[config.mk]
export PLATFORM = sky130hd
export DESIGN_NAME = obj_ctrl
export DESIGN_NICKNAME = d
export VERILOG_FILES = /design/src/rtl/obj_ctrl.sv
export SDC_FILE = /design/constraint.sdc
export NUM_CORES = 1
export LEC_CHECK = 0
export ABC_CLOCK_PERIOD_IN_PS = 5100
export CAP_MARGIN = 20
export CORE_ASPECT_RATIO = 2
export CORE_MARGIN = 10
export CORE_UTILIZATION = 45
export DETAILED_ROUTE_END_ITERATION = 10
export HOLD_SLACK_MARGIN = 0.08
export PLACE_DENSITY = 0.73
export SYNTH_ARGS = -nofsm -noshare
export SYNTH_HDL_FRONTEND = slang
export SYNTH_SLANG_ARGS = --single-unit
[constraint.sdc]
create_clock -name clk -period 5.1 [get_ports clk]
set_input_delay 0.51 -clock clk [delete_from_list [all_inputs] [get_ports clk]]
set_output_delay 0.51 -clock clk [all_outputs]
set_load 0.05 [all_outputs]
[src/rtl/obj_ctrl.sv]
// Key pickup and light-switch control for the three play stages.
// Tracks collected keys, a hold-to-pick-up FSM, and the STAGE2 dark cycle.
module obj_ctrl #(
  parameter int HOLD_CYCLES = 4,
  parameter int DARK_PERIOD = 100_000_000
) (
  input  logic       clk,
  input  logic       rst,
  input  logic [3:0] state,
  input  logic [8:0] player_x,
  input  logic [8:0] player_y,
  output logic [1:0] key_find,
  output logic       isDark,
  output logic       key_pulse,
  output logic       all_keys,
  output logic [1:0] dbg_fsm_state
);

  typedef enum logic [1:0] {
    IDLE = 2'd0,
    HOLD = 2'd1,
    GOT  = 2'd2
  } pick_state_e;

  localparam logic [3:0]  ST_TITLE  = 4'd0;
  localparam logic [3:0]  ST_STAGE1 = 4'd2;
  localparam logic [3:0]  ST_STAGE2 = 4'd4;
  localparam logic [3:0]  ST_STAGE3 = 4'd6;
  localparam logic [3:0]  HOLD_LAST = 4'(HOLD_CYCLES - 1);
  localparam logic [26:0] DARK_LAST = 27'(DARK_PERIOD - 1);

  // Every box is 20x20 with inclusive bounds, anchored at its low corner.
  function automatic logic in_box(input logic [8:0] x, input logic [8:0] y,
                                  input logic [8:0] x0, input logic [8:0] y0);
    return (x >= x0) && (x <= x0 + 9'd19) && (y >= y0) && (y <= y0 + 9'd19);
  endfunction

  pick_state_e pick_q, pick_d;
  logic [3:0]  prev_state_q, prev_state_d;
  logic [3:0]  hold_cnt_q, hold_cnt_d;
  logic [3:0]  sw_cnt_q, sw_cnt_d;
  logic [1:0]  key_find_q, key_find_d;
  logic        key_pulse_q, key_pulse_d;
  logic        all_keys_q, all_keys_d;
  logic        dark_q, dark_d;
  logic [26:0] dark_cnt_q, dark_cnt_d;

  logic play, stage_entry, in_key, in_sw, sw_press;

  always_comb begin
    play        = (state == ST_STAGE1) || (state == ST_STAGE2) || (state == ST_STAGE3);
    stage_entry = play && (state != prev_state_q);
    in_sw       = in_box(player_x, player_y, 9'd100, 9'd100);
    case (key_find_q)
      2'd0:    in_key = in_box(player_x, player_y, 9'd65, 9'd35);
      2'd1:    in_key = in_box(player_x, player_y, 9'd235, 9'd35);
      2'd2:    in_key = in_box(player_x, player_y, 9'd235, 9'd205);
      default: in_key = 1'b0;
    endcase
    sw_press = (state == ST_STAGE2) && !stage_entry && dark_q && in_sw &&
               (sw_cnt_q == HOLD_LAST);
  end

  // Dark cycle: a switch press beats a simultaneous timer wrap.
  always_comb begin
    prev_state_d = state;
    dark_d       = dark_q;
    dark_cnt_d   = dark_cnt_q;
    sw_cnt_d     = 4'd0;
    if ((state != ST_STAGE2) || stage_entry) begin
      dark_d     = 1'b0;
      dark_cnt_d = 27'd0;
    end else begin
      if (dark_q && in_sw && !sw_press) sw_cnt_d = sw_cnt_q + 4'd1;
      if (sw_press) begin
        dark_d     = 1'b0;
        dark_cnt_d = 27'd0;
      end else if (dark_cnt_q == DARK_LAST) begin
        dark_d     = ~dark_q;
        dark_cnt_d = 27'd0;
      end else begin
        dark_cnt_d = dark_cnt_q + 27'd1;
      end
    end
  end

  always_comb begin
    pick_d      = pick_q;
    hold_cnt_d  = hold_cnt_q;
    key_find_d  = key_find_q;
    key_pulse_d = 1'b0;
    all_keys_d  = (key_find_q == 2'd3);
    if (!play || stage_entry) begin
      pick_d     = IDLE;
      hold_cnt_d = 4'd0;
      key_find_d = 2'd0;
    end else begin
      case (pick_q)
        IDLE: begin
          hold_cnt_d = 4'd0;
          if (in_key && !dark_q && (key_find_q != 2'd3)) pick_d = HOLD;
        end
        HOLD: begin
          if (!in_key || dark_q) begin
            pick_d     = IDLE;
            hold_cnt_d = 4'd0;
          end else if (hold_cnt_q == HOLD_LAST) begin
            pick_d      = GOT;
            hold_cnt_d  = 4'd0;
            key_pulse_d = 1'b1;
            if (key_find_q != 2'd3) key_find_d = key_find_q + 2'd1;
          end else begin
            hold_cnt_d = hold_cnt_q + 4'd1;
          end
        end
        default: begin
          pick_d     = IDLE;
          hold_cnt_d = 4'd0;
        end
      endcase
    end
  end

  always_ff @(posedge clk) begin
    if (rst) begin
      pick_q       <= IDLE;
      prev_state_q <= ST_TITLE;
      hold_cnt_q   <= 4'd0;
      sw_cnt_q     <= 4'd0;
      key_find_q   <= 2'd0;
      key_pulse_q  <= 1'b0;
      all_keys_q   <= 1'b0;
      dark_q       <= 1'b0;
      dark_cnt_q   <= 27'd0;
    end else begin
      pick_q       <= pick_d;
      prev_state_q <= prev_state_d;
      hold_cnt_q   <= hold_cnt_d;
      sw_cnt_q     <= sw_cnt_d;
      key_find_q   <= key_find_d;
      key_pulse_q  <= key_pulse_d;
      all_keys_q   <= all_keys_d;
      dark_q       <= dark_d;
      dark_cnt_q   <= dark_cnt_d;
    end
  end

  assign key_find      = key_find_q;
  assign isDark        = dark_q;
  assign key_pulse     = key_pulse_q;
  assign all_keys      = all_keys_q;
  assign dbg_fsm_state = pick_q;

endmodule

==> results.py, run 1 <==
metrics = {
    "outcome": {
        "status": "complete, no violations",
    },
    "cts": {
        "hold_buffers": 0,
        "worstSkewPairLatency_ns": 0.31,
        "cts_tree": "done",
        "clkSlewWorstSetupHoldPaths_ns": 0.08,
        "cts.sinks": 46,
        "postCtsSetupBuffers": 0,
        "cts_resized": 0,
        "numCtsBuffers": 5,
        "cts_htree_levels": 2,
        "cts_root_buf": "clkbuf_8",
        "clk_path_buf_depth": 2,
    },
    "route": {
        "vias": 1912,
        "drt.antenna.violating_nets": 0,
        "routed_wl_microns": 4970,
        "route.detailed.drc": 0,
        "viasPerCell": 5.49,
        "wl_per_cell_microns": 14.3,
        "drt_first_pass_iters": 4,
        "drtIter0Drc": 69,
    },
    "cells_and_area": {
        "syn_to_final_growth_pct": 20.0,
        "fill_cells": 456,
        "layout-drive-gt1-share": 0.0619,
        "fin_area_sq_um": 2710,
        "diodes": 0,
        "mostFrequentLayoutCells": "46 x dfxtp_1, 44 x nor2_1, 30 x clkdlybuf4s50_1",
        "fin_util": 0.556,
        "layout_commonest_cell": "dfxtp_1",
        "final_nets": 321,
        "finalNonFillerCells": 348,
    },
    "pwr": {
        "finalPower_uw": 673,
        "powerDensity_nw_per_um2": 249,
        "p_leak_nw": 0.875,
        "ir_worst_vdd_mv": 0.281,
    },
    "grt": {
        "grt_max_degree": 28,
        "grt-ovfl-total": 0,
        "grt_pass1_vias": 2119,
        "antenna_found_initial": 0,
        "grt_pass1_wl_microns": 8960,
        "top_usage_layer": "met2",
        "use_met1": 0.101,
        "globalRouteMet3Util": 0.0396,
        "track_usage": 0.128,
        "grt_use_met2": 0.253,
    },
    "placed_design": {
        "dpl-instance-area_sq_um": 2590,
        "place_congestion": 0.816,
        "dpl.cell_count": 340,
        "portBuffers": 30,
        "dp_slack_ns": 2.34,
        "dp_hpwl_microns": 3930,
    },
    "synth": {
        "synthArstFlopShare": 0,
        "syn-num-nets": 290,
        "yosysWarnings": 0,
        "synth_edf_count": 0,
        "synth_cell_type_count": 46,
        "synth_top_area_frac": 0.408,
        "yosysSeqAreaShare": 0.408,
        "yosys-top-cells-area": "dfxtp_1 41%, nor2_1 7.3%, xor2_1 6.2%",
        "synthFlopType": "dfxtp_1",
        "avgSynthCellArea_sq_um": 8.71,
        "syn_area_sq_um": 2250,
        "synth_area_leader_cell": "dfxtp_1",
        "ys_ff_latch": 46,
        "syn_inst": 259,
    },
    "hold_path": {
        "worstHoldPathType": "reg2reg",
    },
    "sta": {
        "hold-worst-slack_ns": 0.454,
        "relSlewSlack": 0.405,
        "finalSetupViolCount": 0,
        "period_needed_ns": 2.51,
        "tightest_slew_ns": 0.893,
        "worst_slack_ns": 2.59,
        "hold_viol": 0,
        "fin_skew_ns": 0.00833,
        "rsz0062_at_grt": "no",
        "max_freq_mhz": 398,
        "slew_viol_final": 0,
        "fin_tns_setup_ns": 0,
        "timing.final.crit_share": 0.493,
    },
    "critical_path": {
        "cp-start-kind": "flip-flop",
        "cp-end-kind": "flip-flop",
        "crit_arrival_ns": 2.67,
        "crit_family": "simple AND/OR/NAND/NOR gates",
        "critical_path.max_fanout": 27,
        "critPathKind": "reg2reg",
        "max_stage_delay_ns": 0.77,
        "crit_chain": "nand3_1 -> nor3_1 -> nor4b_1 -> or2_1 -> nor2_1",
        "worst_path_max_delay_cell": "or2_1",
        "cp_num_buf_inv": 0,
        "worst_ep_required_time_ns": 5.26,
    },
    "run": {
        "max-cap-violations": 0,
    },
    "floorplan": {
        "rows": 36,
        "dieArea_sq_um": 8410,
        "core_area_sq_um": 4860,
        "io_pins": 31,
        "initial_core_util": 0.463,
        "die_h_microns": 120,
        "die_width_microns": 70.1,
    },
}
==> registers in the layout (all words and copies together) (netlist names) <==
signal and flops:
dark_cnt_q 27, hold_cnt_q 4, prev_state_q 4, sw_cnt_q 4
dbg_fsm_state 2, key_find 2, all_keys 1, isDark 1
key_pulse 1
==> kinds of logic after synthesis <==
family                   share of synthesized area
buffers and inverters                       0.0250
flip-flops                                   0.408
AO/OA/AOI/OAI                               0.0450
adder cells (fa/ha/maj)                     0.0388
AND/OR/NAND/NOR                              0.352
multiplexers                                0.0183
XOR/XNOR                                     0.113
==> routing by layer <==
metal | vias to the layer above | share of wire | wire length (microns)
met2 | 44 | 0.57 | 2830
li1 | 971 | - | -
met3 | 9 | 0.054 | 270
met5 | - | 0 | 0
met4 | 0 | 0.037 | 183
met1 | 888 | 0.34 | 1690
==> path summary, 6_finish.rpt <==
check	start	to	slack, ns	cells after the start
max	dark_cnt_q[3]$_SDFF_PP0_	dark_cnt_q[23]$_SDFF_PP0_	2.59	5
min reg2reg	dark_cnt_q[0]$_SDFF_PP0_	dark_cnt_q[0]$_SDFF_PP0_	0.45	1
min	dark_cnt_q[0]$_SDFF_PP0_	dark_cnt_q[0]$_SDFF_PP0_	0.45	1
max reg2reg	dark_cnt_q[3]$_SDFF_PP0_	dark_cnt_q[23]$_SDFF_PP0_	2.59	5
==> layout make-up <==
| class | instances | area, sq um | area share |
|---|---|---|---|
| Clock buffer | 5 | 68.8 | 0.0254 |
| Clock inverter | 3 | 43.8 | 0.0162 |
| Inverter | 6 | 22.5 | 0.00833 |
| Multi-Input combinational cell | 201 | 1280 | 0.472 |
| Sequential cell | 46 | 921 | 0.340 |
| Tap cell | 57 | 71.3 | 0.0264 |
| Timing Repair Buffer | 30 | 300 | 0.111 |
==> Yosys cell counts (all sizes together) (4+ instances only) <==
| cell | n |
|---|---|
| and4 | 4 |
| ha | 7 |
| nor4b | 4 |
| nor3 | 10 |
| nor4 | 8 |
| xor2 | 16 |
| nor2b | 6 |
| nand4 | 7 |
| dfxtp | 46 |
| inv | 6 |
| or3 | 4 |
| nand3 | 18 |
| and3 | 7 |
| buf | 4 |
| nand2 | 19 |
| xnor2 | 13 |
| nor2 | 44 |
| nor3b | 4 |
==> power breakdown <==
part,switching [mW],internal [mW]
combinational,0.0148,0.0228
clock,0.127,0.147
sequential,0.000619,0.360
total,0.143,0.530
==> worst register-to-register path, delay by kind of cell, from the launching register on <==
family | cells | cell delay, ns
and+or+nand+nor | 5 | 1.98
DFF | 1 | 0.40
No activity file was read; power rests on OpenSTA's default activity.
==> run 2: changes to the inputs <==
--- a/config.mk
+++ b/config.mk
@@ -5,7 +5,7 @@
 export SDC_FILE = /design/constraint.sdc
 export NUM_CORES = 1
 export LEC_CHECK = 0
-export ABC_CLOCK_PERIOD_IN_PS = 5100
+export ABC_CLOCK_PERIOD_IN_PS = 2500
 export CAP_MARGIN = 20
 export CORE_ASPECT_RATIO = 2
 export CORE_MARGIN = 10
==> constraint.sdc (replaced) <==
create_clock -name clk -period 2.5 [get_ports clk]
set_input_delay 0.25 -clock clk [delete_from_list [all_inputs] [get_ports clk]]
set_output_delay 0.25 -clock clk [all_outputs]
set_load 0.05 [all_outputs]
==> run 2 against run 1 <==
Power rose by 90%. Maximum frequency grew 11%. Critical path depth rose by 2. Sequential power up 100%. Clock power is 70% higher. First-iteration DRC count rose by 8.7%. Critical endpoint is now dark_cnt_q[6]$_SDFF_PP0_. Largest cell class unchanged.
==> results.py, run 2 (synthesis gave the netlist of run 1 again) <==
metrics = {
    "route": {
        "viasPerCell": 5.47,
        "wl_per_cell_microns": 13.9,
        "drt.antenna.violating_nets": 0,
        "routed_wl_microns": 4900,
        "route.detailed.drc": 0,
        "drt_first_pass_iters": 4,
        "drtIter0Drc": 75,
        "vias": 1924,
    },
    "critical_path": {
        "worst_ep_required_time_ns": 2.69,
        "rr_worst_depth": 7,
        "critical_path.max_fanout": 27,
        "cp-start-kind": "flip-flop",
        "r2r_slack_ns": 0.24,
        "critPathKind": "reg2reg",
        "crit_arrival_ns": 2.45,
        "cp-end-kind": "flip-flop",
    },
    "pwr": {
        "p_leak_nw": 0.877,
        "powerDensity_nw_per_um2": 471,
        "finalPower_mw": 1.28,
        "ir_worst_vdd_mv": 0.346,
    },
    "cells_and_area": {
        "fill_cells": 448,
        "finalNonFillerCells": 352,
        "largest_reg_flops": 27,
        "final_nets": 325,
        "multi_input_area_sq_um": 1280,
        "diodes": 0,
        "largest_register": "dark_cnt_q",
        "final-seq-area_sq_um": 921,
        "layout_commonest_cell": "dfxtp_1",
        "syn_to_final_growth_pct": 20.4,
        "layout-drive-gt1-share": 0.0746,
        "mostFrequentLayoutCells": "46 x dfxtp_1, 44 x nor2_1, 30 x clkdlybuf4s50_1",
    },
    "placed_design": {
        "portBuffers": 30,
        "dpl.cell_count": 344,
        "place_congestion": 0.825,
        "dp_slack_ns": 0.209,
        "dp_hpwl_microns": 3890,
    },
    "sta": {
        "period_needed_ns": 2.26,
        "tightest_slew_ns": 0.551,
        "relSlewSlack": 0.627,
        "fin_skew_ns": 0.00922,
        "timing.final.crit_share": 0.905,
        "worst_slack_ns": 0.238,
        "fin_tns_setup_ns": 0,
        "finalSetupViolCount": 0,
        "hold_viol": 0,
        "max_freq_mhz": 442,
        "slew_viol_final": 0,
        "rsz0062_at_grt": "no",
    },
    "floorplan": {
        "rows": 36,
        "dieArea_sq_um": 8410,
        "die_h_microns": 120,
        "core_area_sq_um": 4860,
        "die_width_microns": 70.1,
        "initial_core_util": 0.463,
        "io_pins": 31,
    },
    "cts": {
        "postCtsSetupBuffers": 0,
        "cts_tree": "done",
        "cts_root_buf": "clkbuf_8",
        "clkSlewWorstSetupHoldPaths_ns": 0.09,
        "hold_buffers": 0,
        "cts_resized": 0,
        "worstSkewPairLatency_ns": 0.30,
        "cts.sinks": 46,
        "numCtsBuffers": 5,
        "clk_path_buf_depth": 2,
        "cts_htree_levels": 2,
    },
    "grt": {
        "grt-ovfl-total": 0,
        "track_usage": 0.119,
        "grt_pass1_vias": 1945,
        "grt_pass1_wl_microns": 8470,
        "grt_max_degree": 28,
        "antenna_found_initial": 0,
    },
    "hold_path": {
        "hold_depth": 1,
        "worstHoldPathType": "reg2reg",
    },
    "outcome": {
        "status": "complete, no violations",
    },
    "run": {
        "max-cap-violations": 0,
    },
}
## run 2: cell types whose count changed in the layout (fill, tap and decap cells not counted), sizes merged
cell / delta
buf: +4
clkinvlp: +2
bufinv: -1
clkinv: -1
## run 2: routing by layer
layer  vias to the layer above  wire length [microns]  part of all wire  GRT usage
li1                        982                      -                 -          -
met1                       889                   1650              0.34     0.0967
met2                        42                   2880              0.59      0.244
met3                        11                    243             0.050     0.0347
met4                         0                    129             0.026     0.0558
met5                         -                      0                 0          0
## run 2: where the power goes
group	total [mW]	switching (mW)	internal, mW
combinational	0.0764	0.0298	0.0467
sequential	0.737	0.00114	0.735
clock	0.467	0.267	0.200
total	1.28	0.298	0.982
## run 2: critical path, stage by stage, from the launching register on
cell and delay [ns]:
dfxtp_1 0.36, ha_1 0.21, nand2_1 0.13, nor3_1 0.37, nor4b_1 0.53, or2_1 0.17, buf_4 0.28, nor2_1 0.10
## run 2: cell type report
| class | instances | area share |
|---|---|---|
| Tap cell | 57 | 0.0263 |
| Timing Repair Buffer | 34 | 0.122 |
| Clock inverter | 3 | 0.00876 |
| Multi-Input combinational cell | 201 | 0.471 |
| Clock buffer | 5 | 0.0253 |
| Sequential cell | 46 | 0.339 |
| Inverter | 6 | 0.00829 |
## run 2: stage by stage
step	util	cell area (sq um)	hold WS, ns
after global placement	0.539	2620	0.429
after detailed placement	0.539	2620	0.438
after CTS	0.558	2720	0.456
after global routing	0.558	2720	0.482
after floorplan	-	2250	0.322
final	0.558	2720	0.450
## run 2: worst paths after layout
kind,startpoint,endpoint
min reg2reg,dark_cnt_q[0]$_SDFF_PP0_,dark_cnt_q[0]$_SDFF_PP0_
max reg2reg,dark_cnt_q[0]$_SDFF_PP0_,dark_cnt_q[6]$_SDFF_PP0_
min,dark_cnt_q[0]$_SDFF_PP0_,dark_cnt_q[0]$_SDFF_PP0_
max,dark_cnt_q[0]$_SDFF_PP0_,dark_cnt_q[6]$_SDFF_PP0_
